==> config.mk <==
export PLATFORM = sky130hd
export DESIGN_NAME = tplatch_bank
export DESIGN_NICKNAME = d
export VERILOG_FILES = /design/src/rtl/tplatch_bank.sv
export SDC_FILE = /design/constraint.sdc
export NUM_CORES = 1
export LEC_CHECK = 0
export CORE_MARGIN = 10
export CORE_UTILIZATION = 47
export DETAILED_ROUTE_END_ITERATION = 10
export PLACE_DENSITY = 0.89
export REMOVE_ABC_BUFFERS = 1
export SLEW_MARGIN = 0
export SYNTH_ARGS = -nofsm -noshare
export SYNTH_HDL_FRONTEND = slang
export SYNTH_SLANG_ARGS = --single-unit
==> constraint.sdc <==
create_clock -name clk -period 2.6 [get_ports clk]
set_clock_uncertainty 0.2 [all_clocks]
set_input_delay 0.52 -clock clk [delete_from_list [all_inputs] [get_ports clk]]
set_output_delay 0.52 -clock clk [all_outputs]
set_load 0.01 [all_outputs]
==> src/rtl/tplatch_bank.sv <==
// Bank of per-channel latches (LEVEL: transparent on eb; EDGE: shadow committed on eb fall), global lock, chg strobes, readback.
// Latency: LEVEL q is 0 cycles, EDGE q is 1 clk after the sampled fall. There is no backpressure; lock freezes every hold register.
module tplatch_bank #(
  parameter int WIDTH = 8,
  parameter int CHANNELS = 4,
  parameter logic [CHANNELS-1:0] EDGE_MODE = '0,
  parameter logic [WIDTH-1:0] RESET_VAL = '0,
  localparam int SEL_W = (CHANNELS > 1) ? $clog2(CHANNELS) : 1
) (
  input  logic                      clk,
  input  logic                      reset,
  input  logic [CHANNELS*WIDTH-1:0] d,
  input  logic [CHANNELS-1:0]       eb,
  input  logic                      lock,
  output logic [CHANNELS*WIDTH-1:0] q,
  output logic [CHANNELS*WIDTH-1:0] ql,
  output logic [CHANNELS-1:0]       chg,
  input  logic [SEL_W-1:0]          rd_sel,
  output logic [WIDTH-1:0]          rd_q
);

  localparam logic [0:0] IDLE = 1'b0;
  localparam logic [0:0] OPEN = 1'b1;

  for (genvar i = 0; i < CHANNELS; i++) begin : g_ch
    logic [WIDTH-1:0] d_ch;
    logic [WIDTH-1:0] hold;
    logic [WIDTH-1:0] hold_nxt;
    logic             chg_r;
    logic             upd;

    assign d_ch = d[i*WIDTH +: WIDTH];
    assign upd  = eb[i] & ~lock;

    if (EDGE_MODE[i]) begin : g_edge
      logic [0:0]       state;
      logic [WIDTH-1:0] shadow;

      // Commit only on a sampled fall while unlocked; a lock while OPEN drops the shadow.
      always_comb begin
        hold_nxt = hold;
        if ((state == OPEN) && !eb[i] && !lock) begin
          hold_nxt = shadow;
        end
      end

      always_ff @(posedge clk or posedge reset) begin
        if (reset) begin
          state  <= IDLE;
          shadow <= '0;
        end else if (upd) begin
          state  <= OPEN;
          shadow <= d_ch;
        end else begin
          state  <= IDLE;
        end
      end

      assign q[i*WIDTH +: WIDTH] = reset ? RESET_VAL : hold;
    end else begin : g_level
      always_comb begin
        hold_nxt = hold;
        if (upd) begin
          hold_nxt = d_ch;
        end
      end

      assign q[i*WIDTH +: WIDTH] = reset ? RESET_VAL : (upd ? d_ch : hold);
    end

    always_ff @(posedge clk or posedge reset) begin
      if (reset) begin
        hold  <= RESET_VAL;
        chg_r <= 1'b0;
      end else begin
        hold  <= hold_nxt;
        chg_r <= (hold_nxt != hold);
      end
    end

    assign chg[i] = chg_r;
  end

  assign ql = ~q;

  // Out-of-range selects read as zero.
  always_comb begin
    rd_q = '0;
    for (int i = 0; i < CHANNELS; i++) begin
      if (rd_sel == SEL_W'(i)) begin
        rd_q = q[i*WIDTH +: WIDTH];
      end
    end
  end

endmodule

======== Word level (Yosys, flattened, before mapping) ========
Cells that the tools add are included.
Widths: inputs -> output; s select.
cells by class
  multiplexer cells ....................... 12
  eq/ne operators ......................... 7
  bitwise gates (word level) .............. 6
  reduce and logical (&&, ||, !) cells .... 1
operators with widths
  kind                number
  $mux 8              12
  $ne 8x8->1          4
  $not 32->32         1
  $and 1x1->1         4
  $eq 2x2->1 const B  2
  $eq 2x1->1 const B  1
  $logic_not 2->1     1
  $not 1->1           1
word-level totals
  flip-flop bits (word level) ............. 36
  input port bits ......................... 41
  logic and storage cells ................. 34

======== Depth between registers and ports, before layout ========
Gate-level depths: netlist of the first run.
  depth after elaboration ................. 8
  mapped depth ............................ 6
  gate-level depth less buffers ........... 4

======== Worst setup path after synthesis of the first run ========
Ideal clock, no wire load.
  path type ............................... in2out
  start point ............................. input reset
  end point ............................... output rd_q[6]
  slack ................................... 414 ps
  arrival ................................. 1466 ps
  stages on the path ...................... 6
  cell sequence ........................... buf_2 clkbuf_1 nand2b_1 o21ai_1 a22oi_1 nand2_1
on the way
  longest elaborated chain between the ends .. 5
  elaborated cells between the ends (all ways) .. 8
ends and longest elaborated chain
  item                  line  RTL
  start, declared       11    input logic reset,
  $mux 8                68    assign q[i*WIDTH +: WIDTH] = reset ? RESET_VAL : (upd ? d_ch : hold);
  via q[6]              15    output logic [CHANNELS*WIDTH-1:0] q,
  $mux 8 (4 in series)  90    if (rd_sel == SEL_W'(i)) begin
  end, declared         19    output logic [WIDTH-1:0] rd_q
The timed path passes the listed nets, and every way through them passes these cells.

======== Worst setup path in the final report of the first run ========
  start point ............................. input lock
  end point ............................... output rd_q[3]
on the way
  longest elaborated chain between the ends .. 8
  elaborated cells between the ends (all ways) .. 17
ends and longest elaborated chain
  item                  line  RTL
  start, declared       14    input logic lock,
  $not 1->1 *           33    assign upd = eb[i] & ~lock;
  $and 1x1->1           33
  $mux 8 (2 in series)  68
  $mux 8 (3 in series)  90
  $mux 8 *              90
Every way passes the cells marked *; elsewhere a longest branch is shown, timed or not.

==> impl_results.md, run 1 <==
- Setup ws final: -0.0787 ns
- Launching instance or port of the critical path: lock
- Distinct cells, synth: 22
- Setup tns final: -0.128 ns
- DRC viols: 0
- Crit path time final: 2.68 ns
- Setup Slack @ Placement: -0.591 ns
- H-tree levels: 2
- Routability-driven placement congestion ratio: 0.884
- Status: finished with violations
- Unrepaired setup endpoints after global routing: yes
- Cell Area, Synth: 2830 um^2
- Effective utilization at floorplan: 48.0%
- Core Footprint: 5890 um^2
- Worst VDD drop: 305 uV
- Switching share of power: 35.9%
- Port Buffers: 116
- Routed len/inst: 22.0 um
- Library cell with the highest instance count after synthesis: sky130_fd_sc_hd__dfrtp_1
- Share of final-layout standard cells stronger than drive strength 1: 30.9%
- Total leakage power: 2.28 nW
- Max Buffers Root-to-Sink: 2
- Clock transition at the registers of the reported paths: 0.07 ns
- Sequential group share of total power: 34.3%
- Max_cap viols: 0
- Critical path capture point: rd_q[3]
- Final number of max-transition violations: 0
- Seq/Total Area, Yosys: 31.9%
- Launch instance of the worst register-to-register path: g_ch[3].hold[0]$_DFF_PP0_
- Top area cells in the synthesized netlist: sky130_fd_sc_hd__dfrtp_1, sky130_fd_sc_hd__mux2_1, sky130_fd_sc_hd__nand4bb_1, sky130_fd_sc_hd__xor2_1, sky130_fd_sc_hd__nand2b_1
- Proportion of synthesized flip-flops having asynchronous set or reset: 100%
- Number of rows created at floorplan: 28
- R2R setup slack: 1.19 ns
- Peak Freq: 373 MHz
- Yosys Warn Count: 0
- Int Power: 1.33 mW
- Setup violations, final: 3
- Worst reg2reg endpoint: g_ch[3].chg_r$_DFF_PP0_
- Via count of the first global-routing pass: 3,431
- Antenna violations before repair: 1
- FF-to-FF path depth: 3
- Die Span X: 97.5 um
- Area fraction of the dominant cell type after synthesis: 31.9%
- Number of DRC markers after the initial detailed-route iteration: 293
- Critical path endpoint category: output port
- Hold violation count in the final report: 0
- DP HPWL: 7.90 mm
- Violated checks: negative setup slack
- Transition time at the pin with the least slew margin: 0.342 ns
- Number of buffers created by CTS: 5
- Maximum net fanout on the critical path: 5
- Post-layout net count: 529
- Synthesized area per cell: 9.61 um^2
- Arrival time worst endpoint: 1.96 ns
- Wire length of the first global-routing pass: 18.3 mm
- GR Util All Layers: 23.6%
- Clock sink count: 36
- Dominant synthesized flop cell: sky130_fd_sc_hd__dfrtp_1
- Crit Path Category: in2out
- Number of flops mapped to enable cells by yosys: 0
- Pwr/cell area: 423 nW/um^2
- Area Overhead vs Synth: 74.1%
- Yosys reg bits: 36
- I/O pin total: 117
- Category of the worst setup path launch point: input port
- Path category of the worst min-delay check: reg2reg
- Cell taking the most area after synthesis: sky130_fd_sc_hd__dfrtp_1
- WL final: 12.4 mm
- Fin util: 83.6%
- Most frequent cells after synthesis: sky130_fd_sc_hd__dfrtp_1, sky130_fd_sc_hd__inv_1
- Number of antenna-violating nets in the routed design: 0
- Power Total: 2.08 mW
- Die span in y: 97.5 um
- Die Area: 9510 um^2
- Max-slew headroom: 77.0%
- Clock tree from TritonCTS: built
- Part of the cycle the worst path needs: 103%
- First-pass iteration count of the detailed router: 5
- Number of vias per cell after detailed routing: 5.81
- Clk network pwr share: 20.7%
- Total overflow reported by the global router: 0
- Total vias in the final route: 3,280
- Gate Count Post-Synth: 294
- Proportion of power drawn by combinational gates: 45.0%
- Pin count of the biggest net entering global routing: 25
- Insertion delay of the later-clocked pin in the worst-skew pair: 0.30 ns
- Required time reported for the critical path endpoint: 1.88 ns
- Clock Root Buffer: sky130_fd_sc_hd__clkbuf_8
- Switching power: 0.747 mW
==> worst max-delay path: stages <==
cell	delay (ns)
sky130_fd_sc_hd__clkbuf_4	0.14
sky130_fd_sc_hd__buf_6	0.14
sky130_fd_sc_hd__and2b_4	0.31
sky130_fd_sc_hd__buf_4	0.14
sky130_fd_sc_hd__o21ai_4	0.06
sky130_fd_sc_hd__a22oi_1	0.22
sky130_fd_sc_hd__nand2_1	0.11
sky130_fd_sc_hd__dlygate4sd2_1	0.31
==> how the worst min path moves through the flow <==
stage / startpoint / endpoint / slack, ns / cells past startpoint
finish: g_ch[2].hold[6]$_DFF_PP0_ / g_ch[2].hold[6]$_DFF_PP0_ / 0.34 / 1
global route: g_ch[3].hold[4]$_DFF_PP0_ / g_ch[3].hold[4]$_DFF_PP0_ / 0.35 / 1
CTS: g_ch[3].hold[4]$_DFF_PP0_ / g_ch[3].hold[4]$_DFF_PP0_ / 0.34 / 1
detailed placement: g_ch[3].hold[4]$_DFF_PP0_ / g_ch[3].hold[4]$_DFF_PP0_ / 0.33 / 1
global placement: g_ch[1].hold[3]$_DFF_PP0_ / g_ch[1].hold[3]$_DFF_PP0_ / 0.31 / 1
floorplan: g_ch[0].hold[0]$_DFF_PP0_ / g_ch[0].hold[0]$_DFF_PP0_ / 0.30 / 1
==> kinds of logic (layout without fill, tap and decap cells) <==
family,Yosys count,count (layout),synth area share (%)
other,0,1,0
AND/OR/NAND/NOR,88,92,24.9
XOR/XNOR,32,32,9.92
flip-flops,36,36,31.9
AO/OA/AOI/OAI,52,52,11.5
buffers and inverters,54,245,9.03
multiplexers,32,32,12.8
==> stage by stage <==
stage | hold WS [ns] | instances | area [um^2]
floorplan | 0.302 | 273 | 2690
global placement | 0.313 | 535 | 4490
detailed placement | 0.325 | 535 | 4490
CTS | 0.341 | 563 | 4870
global route | 0.346 | 565 | 4920
finish | 0.341 | 565 | 4920
==> layer usage <==
metal  track usage, %  vias to the layer above  wire length [um]  part of all wire, %
met1             25.3                     1539              4490                   36
met3             8.89                       65              1320                   11
li1                 -                     1429                 -                    -
met5                0                        -                 0                    0
met4             9.17                        0               622                  5.0
met2             40.7                      247              5980                   48
==> placed cells by master (no fill, tap or decap), types with 4 or more instances in the layout <==
| cell | netlist | routed |
|---|---|---|
| sky130_fd_sc_hd__nand2_1 | 8 | 8 |
| sky130_fd_sc_hd__dfrtp_1 | 36 | 36 |
| sky130_fd_sc_hd__buf_6 | 4 | 4 |
| sky130_fd_sc_hd__dlymetal6s2s_1 | 0 | 5 |
| sky130_fd_sc_hd__dlygate4sd2_1 | 0 | 70 |
| sky130_fd_sc_hd__inv_1 | 33 | 33 |
| sky130_fd_sc_hd__and2b_4 | 4 | 4 |
| sky130_fd_sc_hd__buf_12 | 0 | 4 |
| sky130_fd_sc_hd__nand2b_1 | 32 | 32 |
| sky130_fd_sc_hd__buf_4 | 4 | 78 |
| sky130_fd_sc_hd__clkbuf_8 | 0 | 6 |
| sky130_fd_sc_hd__mux2_1 | 32 | 32 |
| sky130_fd_sc_hd__clkdlybuf4s50_1 | 0 | 32 |
| sky130_fd_sc_hd__nand4bb_1 | 32 | 31 |
| sky130_fd_sc_hd__a22oi_1 | 16 | 7 |
| sky130_fd_sc_hd__o21ai_2 | 4 | 27 |
| sky130_fd_sc_hd__xor2_1 | 32 | 32 |
| sky130_fd_sc_hd__a22oi_2 | 0 | 9 |
| sky130_fd_sc_hd__a21boi_1 | 4 | 4 |
| sky130_fd_sc_hd__nor4_1 | 8 | 8 |
==> power groups by stage <==
stage               Clock (mW)  Sequential, mW  Combinational, mW
finish                   0.431           0.713              0.938
global route             0.456           0.722              0.998
CTS                      0.427           0.708              0.897
detailed placement           0           0.719              0.901
global placement             0           0.709              0.881
floorplan                    0           0.701              0.356
==> sequential cells by signal, indices dropped and copies added (netlist names) <==
register and flops:
g_ch.chg_r 4, g_ch.hold 32
==> area by class of cell <==
type                    instances  area, um^2
diodes                          1        2.50
multi-input cells             208        1890
flip-flops and latches         36         901
clock buffers                   8        90.1
inverters                      33         124
repair buffers                204        1820
well taps                      75        93.8
fillers                       317         966
==> timing repair <==
item,4_1_cts,5_1_grt
setup buffers,14,1
endpoints found under the setup margin,72,22
gates cloned,6,0
endpoints found under the hold margin,0,0
pin swaps,6,1
gates resized for setup,139,19
hold buffers,0,0
Power figures use the tool's default switching activity.
==> run 2: changes to the inputs <==
Settings changed: CTS_CLUSTER_DIAMETER from default to 150, PLACE_DENSITY 0.89 to default, PLACE_DENSITY_LB_ADDON from default to 0.25.
==> run 2 against run 1 <==
Against the previous run: the flow still finishes with violations (negative setup slack); hold slack worse by 0.066 ns; wire length up 0.67%; global-route usage up 0.70 points; utilization up 1.9 points; clock power up 19%; total power up 4.4%; final cell count up 1.4%; worst setup slack better by 0.064 ns; sequential power about the same; critical path depth down 1; non-clock buffer count up 8.
==> impl_results.md, run 2 (synthesis results as in run 1) <==
- Unrepaired setup endpoints after global routing: no
- Max reg flops: 32
- Insertion delay of the later-clocked pin in the worst-skew pair: 0.31 ns
- Setup Slack @ Placement: -0.659 ns
- Via count of the first global-routing pass: 3,503
- Clock tree from TritonCTS: built
- Worst VDD drop: 442 uV
- Setup violations, final: 1
- Effective utilization at floorplan: 48.0%
- Area Overhead vs Synth: 78.1%
- Share of final-layout standard cells stronger than drive strength 1: 32.7%
- GR Util All Layers: 24.3%
- Hold violation count in the final report: 0
- Part of the cycle the worst path needs: 101%
- Transition time at the pin with the least slew margin: 0.485 ns
- Routability-driven placement congestion ratio: 0.873
- Number of rows created at floorplan: 28
- Arrival time worst endpoint: 1.90 ns
- Total vias in the final route: 3,271
- Clock transition at the registers of the reported paths: 0.08 ns
- Cell Count Post-Placement: 534
- Number of DRC markers after the initial detailed-route iteration: 173
- Die span in y: 97.5 um
- Number of antenna-violating nets in the routed design: 0
- Peak Freq: 382 MHz
- Leading registers by flop count: g_ch.hold x32, g_ch.chg_r x4
- WL final: 12.5 mm
- Category of the worst setup path launch point: input port
- Power Total: 2.17 mW
- Crit Path Category: in2out
- Wire length of the first global-routing pass: 18.8 mm
- Footprint of the multi-input gates: 1930 um^2
- Max Buffers Root-to-Sink: 2
- DRC viols: 0
- Post-layout net count: 536
- Final number of max-transition violations: 0
- Setup tns final: -0.0152 ns
- Maximum net fanout on the critical path: 16
- I/O pin total: 117
- Pwr/cell area: 432 nW/um^2
- First-pass iteration count of the detailed router: 7
- Die Span X: 97.5 um
- Port Buffers: 116
- Max_cap viols: 0
- Total overflow reported by the global router: 0
- H-tree levels: 2
- Violated checks: negative setup slack
- Fin util: 85.5%
- Crit path time final: 2.62 ns
- Number of inserted filler cells in the final layout: 332
- Clock Root Buffer: sky130_fd_sc_hd__clkbuf_8
- Top register by number of flip-flops: g_ch.hold
- Pin count of the biggest net entering global routing: 33
- Antenna violations before repair: 0
- Setup ws final: -0.0152 ns
- Storage element area: 901 um^2
- DP HPWL: 7.71 mm
- Die Area: 9510 um^2
- Required time reported for the critical path endpoint: 1.88 ns
- Core Footprint: 5890 um^2
- Number of buffers created by CTS: 5
- Critical path endpoint category: output port
- Most common cell after layout, fill and taps aside: sky130_fd_sc_hd__buf_4
- Number of vias per cell after detailed routing: 5.71
- Layout Cells excl Fill: 573
- Status: finished with violations
- Total leakage power: 2.32 nW
- Clock sink count: 36
- Leading cell types in the layout, fill and taps excluded: sky130_fd_sc_hd__buf_4, sky130_fd_sc_hd__dlygate4sd2_1, sky130_fd_sc_hd__dfrtp_1
- Routed len/inst: 21.8 um
- Path category of the worst min-delay check: in2async
- Max-slew headroom: 67.6%
-- run 2: power breakdown --
part / internal, mW / switching (mW) / total, mW
logic: 0.491 / 0.458 / 0.949
clock network: 0.285 / 0.227 / 0.512
registers: 0.637 / 0.0751 / 0.712
total: 1.41 / 0.760 / 2.17
-- run 2: critical path: stages --
cell and delay (ns):
sky130_fd_sc_hd__buf_4 0.15, sky130_fd_sc_hd__bufbuf_16 0.29, sky130_fd_sc_hd__nand2b_1 0.19, sky130_fd_sc_hd__o21ai_1 0.26, sky130_fd_sc_hd__buf_4 0.17, sky130_fd_sc_hd__inv_1 0.03, sky130_fd_sc_hd__dlygate4sd2_1 0.27
-- run 2: cell type report --
class                           count  share of cell area [%]
Multi-Input combinational cell    207                    38.4
Timing Repair Buffer              212                    37.2
Sequential cell                    36                    17.9
Inverter                           33                    2.46
Tap cell                           75                    1.86
Clock buffer                        6                    1.44
Clock inverter                      2                   0.696
Antenna cell                        2                  0.0995
-- run 2: final timing paths --
check / startpoint / endpoint / slack, ns / cells after the start
min reg2reg: g_ch[0].hold[5]$_DFF_PP0_ / g_ch[0].hold[5]$_DFF_PP0_ / 0.34 / 1
max in group asynchronous: reset / g_ch[1].chg_r$_DFF_PP0_ / 1.40 / 4
max reg2reg: g_ch[1].hold[2]$_DFF_PP0_ / g_ch[1].chg_r$_DFF_PP0_ / 1.17 / 3
min in group clk: g_ch[0].hold[5]$_DFF_PP0_ / g_ch[0].hold[5]$_DFF_PP0_ / 0.34 / 1
max: reset / ql[10] / -0.02 / 7
min: reset / g_ch[3].hold[5]$_DFF_PP0_ / 0.28 / 3
-- run 2: stage by stage --
| stage | cell area (um^2) | hold slack, ns |
|---|---|---|
| 5_1_grt | 5030 | 0.300 |
| 4_1_cts | 5030 | 0.280 |
| 3_5_place_dp | 4490 | 0.323 |
| 6_report | 5030 | 0.275 |
| 2_1_floorplan | 2690 | 0.302 |
| 3_3_place_gp | 4490 | 0.314 |
-- run 2: what timing repair did --
action	in CTS	in global routing
cloned	6	0
hold buffers	0	0
gates resized for setup	159	15
setup buffers	23	1
setup endpoints to repair	72	28
pin swaps	5	6
-- run 2: routing by layer --
metal	up-vias	global-route usage (%)	wire length [um]
met5	-	0	0
met4	0	11.1	367
met3	37	9.39	1330
met2	204	39.8	6060
met1	1599	27.1	4740
li1	1431	-	-
